--- src/rtl/ni_flit_tx_pkg.sv ---
// Shared widths, flit encodings and head-flit layout for the NI packetizer.
package ni_flit_tx_pkg;

  localparam int X_WIDTH         = 2;
  localparam int Y_WIDTH         = 2;
  localparam int PKT_WIDTH       = 8;
  localparam int FLIT_DATA_WIDTH = 32;
  localparam int FLIT_TYPE_WIDTH = 2;
  localparam int FLIT_WIDTH      = FLIT_TYPE_WIDTH + FLIT_DATA_WIDTH;
  localparam int HEAD_USED       = 2 * X_WIDTH + 2 * Y_WIDTH + PKT_WIDTH + 1;

  typedef enum logic [FLIT_TYPE_WIDTH-1:0] {
    HEAD_FLIT = 2'b00,
    BODY_FLIT = 2'b01,
    TAIL_FLIT = 2'b10
  } flit_type_t;

  typedef enum logic [1:0] {
    ST_IDLE    = 2'd0,
    ST_PAYLOAD = 2'd1,
    ST_DRAIN   = 2'd2
  } ni_state_t;

  typedef struct packed {
    logic                  fvalid;
    logic [FLIT_WIDTH-1:0] flit_data;
  } s_flit_req_t;

  typedef struct packed {
    logic ready;
  } s_flit_resp_t;

  typedef struct packed {
    flit_type_t                           flit_type;
    logic [X_WIDTH-1:0]                   x_dest;
    logic [Y_WIDTH-1:0]                   y_dest;
    logic [X_WIDTH-1:0]                   x_src;
    logic [Y_WIDTH-1:0]                   y_src;
    logic [PKT_WIDTH:0]                   pkt_len;
    logic [FLIT_DATA_WIDTH-HEAD_USED-1:0] rsvd;
  } s_flit_head_data_t;

  function automatic logic [FLIT_WIDTH-1:0] mk_flit(flit_type_t t,
                                                    logic [FLIT_DATA_WIDTH-1:0] d);
    return {t, d};
  endfunction

endpackage

--- src/rtl/ni_flit_tx_if.sv ---
// Tile-side command/payload handshakes and router LOCAL-port flit link.
interface ni_flit_tx_if;
  import ni_flit_tx_pkg::*;

  logic                       cmd_valid_i;
  logic                       cmd_ready_o;
  logic [X_WIDTH-1:0]         cmd_x_dest_i;
  logic [Y_WIDTH-1:0]         cmd_y_dest_i;
  logic [PKT_WIDTH-1:0]       cmd_len_i;
  logic                       data_valid_i;
  logic                       data_ready_o;
  logic [FLIT_DATA_WIDTH-1:0] data_i;
  s_flit_req_t                fout_req_o;
  s_flit_resp_t               fout_resp_i;

  modport master (
    output cmd_valid_i, cmd_x_dest_i, cmd_y_dest_i, cmd_len_i,
    output data_valid_i, data_i, fout_resp_i,
    input  cmd_ready_o, data_ready_o, fout_req_o
  );

  modport slave (
    input  cmd_valid_i, cmd_x_dest_i, cmd_y_dest_i, cmd_len_i,
    input  data_valid_i, data_i, fout_resp_i,
    output cmd_ready_o, data_ready_o, fout_req_o
  );

endinterface

--- src/rtl/ni_flit_tx_slot.sv ---
// Single-entry flit output register: a load shows up one cycle later, and the
// flit is held stable while the router withholds ready.
module flit_out_slot
  import ni_flit_tx_pkg::*;
(
  input  logic                  clk,
  input  logic                  arst,
  input  logic                  load,
  input  logic [FLIT_WIDTH-1:0] load_dat,
  output s_flit_req_t           fout_req,
  input  s_flit_resp_t          fout_resp,
  output logic                  slot_free
);

  assign slot_free = !fout_req.fvalid || fout_resp.ready;

  always_ff @(posedge clk) begin
    if (arst) begin
      fout_req <= '0;
    end else if (load) begin
      fout_req.fvalid    <= 1'b1;
      fout_req.flit_data <= load_dat;
    end else if (slot_free) begin
      fout_req.fvalid <= 1'b0;
    end
  end

endmodule

--- src/rtl/ni_flit_tx.sv ---
// NI packetizer: cmd -> HEAD, payload beats -> BODY.../TAIL; each flit one cycle
// after its handshake. Stalls cmd/data while the output slot is occupied.
module ni_flit_tx
  import ni_flit_tx_pkg::*;
#(
  parameter int ROUTER_X_ID = 0,
  parameter int ROUTER_Y_ID = 0,
  parameter int NOC_SZ_X    = 2,
  parameter int NOC_SZ_Y    = 2
) (
  input  logic         clk,
  input  logic         arst,
  ni_flit_tx_if.slave  bus,
  output logic         busy_o,
  output logic         cmd_err_o
);

  ni_state_t             state, state_nxt;
  logic [PKT_WIDTH-1:0]  cnt, cnt_nxt;
  logic                  err_nxt;
  logic                  slot_free;
  logic                  load;
  logic [FLIT_WIDTH-1:0] load_dat;
  logic                  dest_ok;
  s_flit_head_data_t     head;

  assign dest_ok = (int'(bus.cmd_x_dest_i) < NOC_SZ_X) &&
                   (int'(bus.cmd_y_dest_i) < NOC_SZ_Y);

  always_comb begin
    head           = '0;
    head.flit_type = HEAD_FLIT;
    head.x_dest    = bus.cmd_x_dest_i;
    head.y_dest    = bus.cmd_y_dest_i;
    head.x_src     = X_WIDTH'(ROUTER_X_ID);
    head.y_src     = Y_WIDTH'(ROUTER_Y_ID);
    head.pkt_len   = {1'b0, bus.cmd_len_i} + (PKT_WIDTH+1)'(1);
  end

  always_comb begin
    state_nxt        = state;
    cnt_nxt          = cnt;
    err_nxt          = 1'b0;
    load             = 1'b0;
    load_dat         = '0;
    bus.cmd_ready_o  = 1'b0;
    bus.data_ready_o = 1'b0;
    unique case (state)
      ST_IDLE: begin
        bus.cmd_ready_o = slot_free && !arst;
        if (bus.cmd_valid_i && bus.cmd_ready_o) begin
          cnt_nxt = bus.cmd_len_i;
          if (dest_ok) begin
            load      = 1'b1;
            load_dat  = head;
            state_nxt = ST_PAYLOAD;
          end else begin
            err_nxt   = 1'b1;
            state_nxt = ST_DRAIN;
          end
        end
      end
      ST_PAYLOAD: begin
        bus.data_ready_o = slot_free && !arst;
        if (bus.data_valid_i && bus.data_ready_o) begin
          load     = 1'b1;
          load_dat = mk_flit((cnt == '0) ? TAIL_FLIT : BODY_FLIT, bus.data_i);
          if (cnt == '0) state_nxt = ST_IDLE;
          else           cnt_nxt   = cnt - PKT_WIDTH'(1);
        end
      end
      ST_DRAIN: begin
        // Illegal destination: swallow the promised beats so the tile stays in sync.
        bus.data_ready_o = !arst;
        if (bus.data_valid_i && bus.data_ready_o) begin
          if (cnt == '0) state_nxt = ST_IDLE;
          else           cnt_nxt   = cnt - PKT_WIDTH'(1);
        end
      end
      default: state_nxt = ST_IDLE;
    endcase
  end

  always_ff @(posedge clk) begin
    if (arst) begin
      state     <= ST_IDLE;
      cnt       <= '0;
      cmd_err_o <= 1'b0;
    end else begin
      state     <= state_nxt;
      cnt       <= cnt_nxt;
      cmd_err_o <= err_nxt;
    end
  end

  flit_out_slot u_slot (
    .clk       (clk),
    .arst      (arst),
    .load      (load),
    .load_dat  (load_dat),
    .fout_req  (bus.fout_req_o),
    .fout_resp (bus.fout_resp_i),
    .slot_free (slot_free)
  );

  assign busy_o = (state != ST_IDLE) || bus.fout_req_o.fvalid;

endmodule

--- src/flat_wrapper.sv ---
// flat-port wrapper written by rule: the top's interface ports become plain ports
module ni_flit_tx_flat import ni_flit_tx_pkg::*;
#(
  parameter int ROUTER_X_ID = 0,
  parameter int ROUTER_Y_ID = 0,
  parameter int NOC_SZ_X    = 2,
  parameter int NOC_SZ_Y    = 2
)
  (clk, arst, busy_o, cmd_err_o, bus_cmd_valid_i, bus_cmd_x_dest_i, bus_cmd_y_dest_i, bus_cmd_len_i, bus_data_valid_i, bus_data_i, bus_fout_resp_i, bus_cmd_ready_o, bus_data_ready_o, bus_fout_req_o);
  ni_flit_tx_if bus_i ();
  input  logic clk;
  input  logic arst;
  output logic busy_o;
  output logic cmd_err_o;
  input wire logic [$bits(bus_i.cmd_valid_i)-1:0] bus_cmd_valid_i;
  input wire logic [$bits(bus_i.cmd_x_dest_i)-1:0] bus_cmd_x_dest_i;
  input wire logic [$bits(bus_i.cmd_y_dest_i)-1:0] bus_cmd_y_dest_i;
  input wire logic [$bits(bus_i.cmd_len_i)-1:0] bus_cmd_len_i;
  input wire logic [$bits(bus_i.data_valid_i)-1:0] bus_data_valid_i;
  input wire logic [$bits(bus_i.data_i)-1:0] bus_data_i;
  input wire logic [$bits(bus_i.fout_resp_i)-1:0] bus_fout_resp_i;
  output wire logic [$bits(bus_i.cmd_ready_o)-1:0] bus_cmd_ready_o;
  output wire logic [$bits(bus_i.data_ready_o)-1:0] bus_data_ready_o;
  output wire logic [$bits(bus_i.fout_req_o)-1:0] bus_fout_req_o;
  assign bus_i.cmd_valid_i = bus_cmd_valid_i;
  assign bus_i.cmd_x_dest_i = bus_cmd_x_dest_i;
  assign bus_i.cmd_y_dest_i = bus_cmd_y_dest_i;
  assign bus_i.cmd_len_i = bus_cmd_len_i;
  assign bus_i.data_valid_i = bus_data_valid_i;
  assign bus_i.data_i = bus_data_i;
  assign bus_i.fout_resp_i = bus_fout_resp_i;
  assign bus_cmd_ready_o = bus_i.cmd_ready_o;
  assign bus_data_ready_o = bus_i.data_ready_o;
  assign bus_fout_req_o = bus_i.fout_req_o;
  ni_flit_tx #(.ROUTER_X_ID(ROUTER_X_ID), .ROUTER_Y_ID(ROUTER_Y_ID), .NOC_SZ_X(NOC_SZ_X), .NOC_SZ_Y(NOC_SZ_Y)) u_core (.clk(clk), .arst(arst), .bus(bus_i), .busy_o(busy_o), .cmd_err_o(cmd_err_o));
endmodule
--- config.mk ---
export PLATFORM = sky130hd
export DESIGN_NAME = ni_flit_tx_flat
export DESIGN_NICKNAME = d
export VERILOG_FILES = /design/src/rtl/ni_flit_tx_pkg.sv /design/src/rtl/ni_flit_tx_if.sv /design/src/rtl/ni_flit_tx_slot.sv /design/src/rtl/ni_flit_tx.sv /design/src/flat_wrapper.sv
export SDC_FILE = /design/constraint.sdc
export NUM_CORES = 1
export LEC_CHECK = 0
export CORE_ASPECT_RATIO = 0.75
export CORE_UTILIZATION = 40
export CTS_CLUSTER_SIZE = 40
export DETAILED_ROUTE_END_ITERATION = 12
export PLACE_DENSITY = 0.69
export SYNTH_ARGS = -nofsm -noshare
export SYNTH_HDL_FRONTEND = slang
export SYNTH_HIERARCHICAL = 1
export SYNTH_SLANG_ARGS = --single-unit
--- constraint.sdc ---
create_clock -name clk -period 6 [get_ports clk]
set_input_delay 0.6 -clock clk [delete_from_list [all_inputs] [get_ports clk]]
set_output_delay 0.6 -clock clk [all_outputs]
set_load 0.005 [all_outputs]
# ---- Word level (Yosys, flattened, before mapping)
# Cells that the tools add are included.
dict set report word_totals {
  register_bits 46
  in_bits 49
  out_inout_bits 39
  word_cells 58
}
dict set report classes {
  n_addsub 2
  order_cmp 2
  eq_ne 5
  n_mux 25
  bitwise_logic 2
  reduce_logical 17
}
# cell count
set op_table {}
lappend op_table {{$mux W34} 2}
lappend op_table {{$pmux W34 S2} 1}
lappend op_table {{$mux W32} 1}
lappend op_table {{$mux W8} 4}
lappend op_table {{$pmux W8 S3} 1}
lappend op_table {{$mux W2} 6}
lappend op_table {{$add A8 B1 Y9 const B} 1}
lappend op_table {{$logic_not A8 Y1} 1}
lappend op_table {{$sub A8 B1 Y8 const B} 1}
lappend op_table {{$mux W1} 7}
lappend op_table {{$ne A2 B1 Y1 const B} 3}
lappend op_table {{$pmux W2 S3} 1}
lappend op_table {{$logic_and A1 B1 Y1} 5}
lappend op_table {{$lt A2 B2 Y1 const B} 2}
lappend op_table {{$pmux W1 S2} 2}
lappend op_table {{$reduce_and A4 Y1} 1}
lappend op_table {{$reduce_bool A2 Y1} 2}
lappend op_table {{$reduce_and A3 Y1} 1}
lappend op_table {{$reduce_bool A3 Y1} 1}
lappend op_table {{$reduce_or A3 Y1} 1}
lappend op_table {{$eq A2 B1 Y1 const B} 1}
lappend op_table {{$eq A2 B2 Y1 const B} 1}
lappend op_table {{$logic_not A1 Y1} 2}
lappend op_table {{$logic_not A2 Y1} 1}
lappend op_table {{other kinds (2)} 4}

# ---- Logic depth before layout (Yosys ltp)
dict set report logic_depth {
  word_depth 7
  ltp_mapped 9
}

# ---- Cells and area by module
# The synthesis kept the hierarchy.
# module instances cells_per_inst area_each_um2
set by_module_without_submodules {}
lappend by_module_without_submodules {flit_out_slot 1 114 1275.0}
lappend by_module_without_submodules {ni_flit_tx 1 167 1226.2}

# ---- Worst setup path after synthesis
# No wires, ideal clock.
dict set report synth_path {
  kind {input to register}
  start {input bus_fout_resp_i}
  end {register u_core.cnt[0]}
  setup_time_ns 0.086
  arrival_time_ns 1.887
  required_ns 5.914
  slack_ns 4.026
  cell_stages 6
  n_path_buf 1
  cell_sequence {nand2b_1 nand3b_1 a222oi_1 buf_2 o2111ai_1 a221oi_2}
}
dict set report synth_via {
  elab_chain_len 5
  word_cells_on_any_way 7
  cone_classes {eq/ne: 2; reduce/logical: 5}
}
# element line_no
set synth_lines {}
lappend synth_lines {{start: declaration} flat_wrapper.sv:21} ;# input wire logic [$bits(bus_i.fout_resp_i)-1:0] bus_fout_resp_i;
lappend synth_lines {{$logic_or A1 B1 Y1 (*)} ni_flit_tx_slot.sv:15} ;# assign slot_free = !fout_req.fvalid || fout_resp.ready;
lappend synth_lines {{$logic_and A1 B1 Y1 (*)} {ni_flit_tx.sv:50, ni_flit_tx.sv:64}}
lappend synth_lines {{$logic_and A1 B1 Y1, on equally long branches} {ni_flit_tx.sv:65, ni_flit_tx.sv:51}}
lappend synth_lines {{$ne A2 B1 Y1 (no line)} n/a}
lappend synth_lines {{$reduce_and A4 Y1 (no line) (*)} n/a}
lappend synth_lines {{end signal: assignment} ni_flit_tx.sv:91} ;# cnt <= cnt_nxt;
lappend synth_lines {{end: declaration} ni_flit_tx.sv:19} ;# logic [PKT_WIDTH-1:0] cnt, cnt_nxt;
# Every way passes the cells marked *; elsewhere a longest branch is shown, timed or not.
# A chain may end at the register's enable or synchronous reset.

# ---- Worst setup path in the final report
dict set report layout_path {
  start {input bus_fout_resp_i}
  end {register u_core/u_slot/fout_req[2] (netlist name)}
}
dict set report layout_via {
  elab_chain_len 5
  word_cells_on_any_way 10
  cone_classes {mux: 6; reduce/logical: 4}
}
# element line_no
set layout_lines {}
lappend layout_lines {{$logic_or A1 B1 Y1 (*)} ni_flit_tx_slot.sv:15}
lappend layout_lines {{named net u_core.slot_free} ni_flit_tx.sv:21} ;# logic slot_free;
lappend layout_lines {{$logic_and A1 B1 Y1 (*)} {ni_flit_tx.sv:50, ni_flit_tx.sv:64}}
lappend layout_lines {{$logic_and A1 B1 Y1, on equally long branches} {ni_flit_tx.sv:65, ni_flit_tx.sv:51}}
lappend layout_lines {{$mux W1, on equally long branches} {ni_flit_tx.sv:65, ni_flit_tx.sv:51}}
lappend layout_lines {{$pmux W1 S2 (*)} ni_flit_tx.sv:48} ;# unique case (state)
lappend layout_lines {{named net u_core.load} ni_flit_tx.sv:22} ;# logic load;
lappend layout_lines {{end: declaration} ni_flit_tx_slot.sv:10} ;# output s_flit_req_t fout_req,
# The timed path passes the listed nets; every way through them passes the cells marked *.

==> flow_summary.json <==
{
  "grt_max_degree": 50,
  "cp.required_ns": 6.15,
  "endpoint_kind": "register",
  "min_to": "u_core/u_slot/fout_req[11]",
  "post-dp-hpwl_um": 4420,
  "reg2reg_depth": 7,
  "fin_setup_tns_ns": 0,
  "min_from": "u_core/u_slot/fout_req[11]",
  "drv_cap": 0,
  "max_freq_ghz": 0.328,
  "cp_slowest_stage_delay_ns": 0.90,
  "wl_met3_um": 497,
  "cp_slowest_cell": "nand2_2",
  "reg2reg_to": "u_core/u_slot/fout_req[2]",
  "cp_max_fo": 35,
  "core_um2": 5920,
  "cts_resized": 0,
  "die_x_um": 93.3,
  "total_power_mw": 1.02,
  "drt_pre_antenna_iters": 5,
  "crit_family": "simple AND/OR/NAND/NOR gates",
  "clk_pin_slew_ns": 0.08,
  "yosysTopAreaCell": "dfxtp_1",
  "cts_tree": "built",
  "grt_first_pass_wirelength_um": 9890,
  "cts_num_sinks": 46,
  "netlist_top_cells_area": "dfxtp_1 37%, mux2i_1 14%, nor2_1 6.0%",
  "finalMaxSlewViolations": 0,
  "holdPathStages": 2,
  "wl_met1_um": 3120,
  "hold_buffers": 0,
  "fin_nets": 412,
  "seq_area_frac_synth_pct": 36.8,
  "worstMarginPinSlew_ns": 1.08,
  "routed.top_layer": "met4",
  "ff2ff_setup_slack_ns": 3.14,
  "grtUsageTotal_pct": 19.1,
  "cts_max_level": 2,
  "antenna_found_initial": 0,
  "rr_startpoint": "u_core/state[0]",
  "fin_crit_sh_pct": 50.8,
  "grt_overflow_total": 0,
  "synth_area_um2": 2500,
  "ys_ff_latch": 46,
  "die_area_um2": 6580,
  "yosysWarnings": 6,
  "first_global_vias": 1996,
  "gp_congestion": 0.847,
  "clk_latency_ns": 0.29,
  "hp-class": "reg2reg",
  "ant_nets": 0,
  "rsz0062_at_grt": "false",
  "critPathBufInv": 1,
  "cts-root-buf": "clkbuf_8",
  "synth_area_per_cell_um2": 8.90,
  "vdd.ir_drop.worst_mv": 0.220,
  "row_count": 24,
  "syn_inst": 281,
  "dr_wl_met2_um": 2740,
  "leakage_nw": 1.22,
  "drc": 0,
  "yosysTopAreaCellShare_pct": 36.8,
  "setup_viol": 0,
  "cp_data_arrival_time_ns": 3.20,
  "drt_iter0_markers": 190,
  "avgViaCountPerCell": 5.19,
  "synth_nets": 337,
  "die_y_um": 70.5,
  "finClkSkew_ns": 0.00379,
  "finalHoldViolations": 0,
  "syn2layout_area_growth_pct": 35.7,
  "crit_type": "in2reg",
  "min_period_ns": 3.05,
  "n_antenna_cell": 0,
  "startpoint_type": "input pin",
  "initial_core_util_pct": 42.3,
  "routedWlPerCell_um": 14.8,
  "run_status": "finished, final reports clean",
  "routed-via-count": 2254,
  "fillers": 541,
  "max_slew_margin_pct": 28.0,
  "power.density_nw_per_um2": 302,
  "cts.path.max_buffers": 2,
  "final_core_util_pct": 57.4,
  "io_pins": 88,
  "drive_gt1_share_pct": 5.90,
  "synth_cell_types": 42,
  "portBuffers": 87,
  "post-cts-setup-buffers": 0,
  "crit_chain": "clkdlybuf4s50_1, nand2b_1, nor2b_1, nand3_1, nand2_2, mux2i_1, nor2_1",
  "wl_um": 6410,
  "cts_buffers": 5
}
## stage by stage
| stage | worst slack, ns | std cells | hold WS [ns] | area (um2) |
|---|---|---|---|---|
| floorplan | 4.03 | 281 | 0.460 | 2500 |
| global placement | 2.89 | 427 | 0.472 | 3310 |
| detailed placement | 2.77 | 427 | 0.479 | 3310 |
| CTS | 2.97 | 434 | 0.502 | 3390 |
| global route | 2.84 | 434 | 0.523 | 3390 |
| finish | 2.95 | 434 | 0.495 | 3390 |
## flip-flops by register name (all words and copies together) (netlist names)
| name | count |
|---|---|
| u_core/state | 2 |
| u_core/cnt | 8 |
| u_core/cmd_err_o | 1 |
| u_core/u_slot/fout_req | 35 |
## kinds of logic after synthesis
kind of cell,after synthesis,synth area share (%)
flip-flops,46,36.8
AO/OA/AOI/OAI,43,12.5
XOR/XNOR,6,2.10
buffers and inverters,28,7.60
adder cells (fa/ha/maj),7,3.50
multiplexers,35,14.0
AND/OR/NAND/NOR,116,23.5
## cells in the mapped netlist
cell,number
a21oi_1,10
a221oi_2,1
a222oi_1,1
a22o_1,3
a31o_1,1
a31o_2,1
a32o_1,3
a41o_2,4
and2_1,23
and3_1,4
and3_2,1
buf_12,3
buf_2,5
buf_6,3
clkbuf_1,7
clkbuf_2,1
dfxtp_1,46
dlygate4sd3_1,1
ha_1,7
inv_1,8
mux2i_1,35
nand2_1,16
nand2b_1,7
nand3_1,7
nand3b_1,2
nand4_1,3
nor2_1,40
nor2b_1,2
nor3_1,4
nor3b_1,1
nor4_1,1
o2111ai_1,1
o21ai_0,11
o31a_2,1
o31ai_1,6
or3_1,1
or3_2,1
or4_1,1
or4_2,1
or4_4,1
xnor2_1,2
xor2_1,4
## worst register-to-register path, delay by kind of cell, from the launching register on
kind	cells	cell delay (ns)
buffers and inverters	1	0.09
adder cells (fa/ha/maj)	1	0.25
multiplexers	1	0.32
AND/OR/NAND/NOR	4	1.72
flip-flops	1	0.35
## where the power goes
group / internal (mW) / switching, mW / total [mW] / leakage [nW]
Sequential: 0.339 / 0.0283 / 0.368 / 0.372
Combinational: 0.208 / 0.269 / 0.476 / 0.806
Clock: 0.0784 / 0.102 / 0.181 / 0.0438
## cell usage in the layout (no fill, tap or decap), types with 2 or more instances in the layout
cell and count:
clkinv_2 2, a22o_1 3, a32o_1 3, o31ai_1 6
a21oi_1 10, nand3b_1 2, nand3_1 7, xor2_1 4
mux2i_1 35, ha_1 7, nor2b_1 2, nand2_1 15
xnor2_1 2, and2_1 23, clkdlybuf4s50_1 86, nand2b_1 7
nand4_1 3, o21ai_0 11, nor2_1 40, nor3_1 4
clkbuf_8 5, a41o_2 4, dfxtp_1 46, inv_1 8
and3_1 4
## routing by layer
| layer | vias to the layer above | GRT usage, % |
|---|---|---|
| li1 | 1122 | - |
| met5 | - | 0 |
| met2 | 92 | 28.6 |
| met1 | 1036 | 27.4 |
| met4 | 0 | 5.13 |
| met3 | 4 | 4.36 |
## worst max path at each step
stage | from | to | slack [ns] | depth (start not counted)
6_report | bus_fout_resp_i | u_core/u_slot/fout_req[2] | 2.95 | 7
4_1_cts | u_core/state[1] | bus_data_ready_o | 2.97 | 5
3_3_place_gp | bus_fout_resp_i | u_core/u_slot/fout_req[8] | 2.89 | 7
2_1_floorplan | bus_fout_resp_i | u_core/cnt[0] | 4.03 | 6
5_1_grt | bus_fout_resp_i | u_core/u_slot/fout_req[2] | 2.84 | 7
3_5_place_dp | bus_fout_resp_i | u_core/u_slot/fout_req[2] | 2.77 | 7
## final cells by class
type / instances / area, um2 / share of cell area [%]
Tap cell: 78 / 97.6 / 2.88
Clock inverter: 2 / 10.0 / 0.295
Inverter: 8 / 30.0 / 0.885
Multi-Input combinational cell: 207 / 1390 / 41.0
Clock buffer: 5 / 68.8 / 2.03
Timing Repair Buffer: 88 / 873 / 25.7
Sequential cell: 46 / 921 / 27.1
Note: power is estimated with default switching activity, not from simulation.
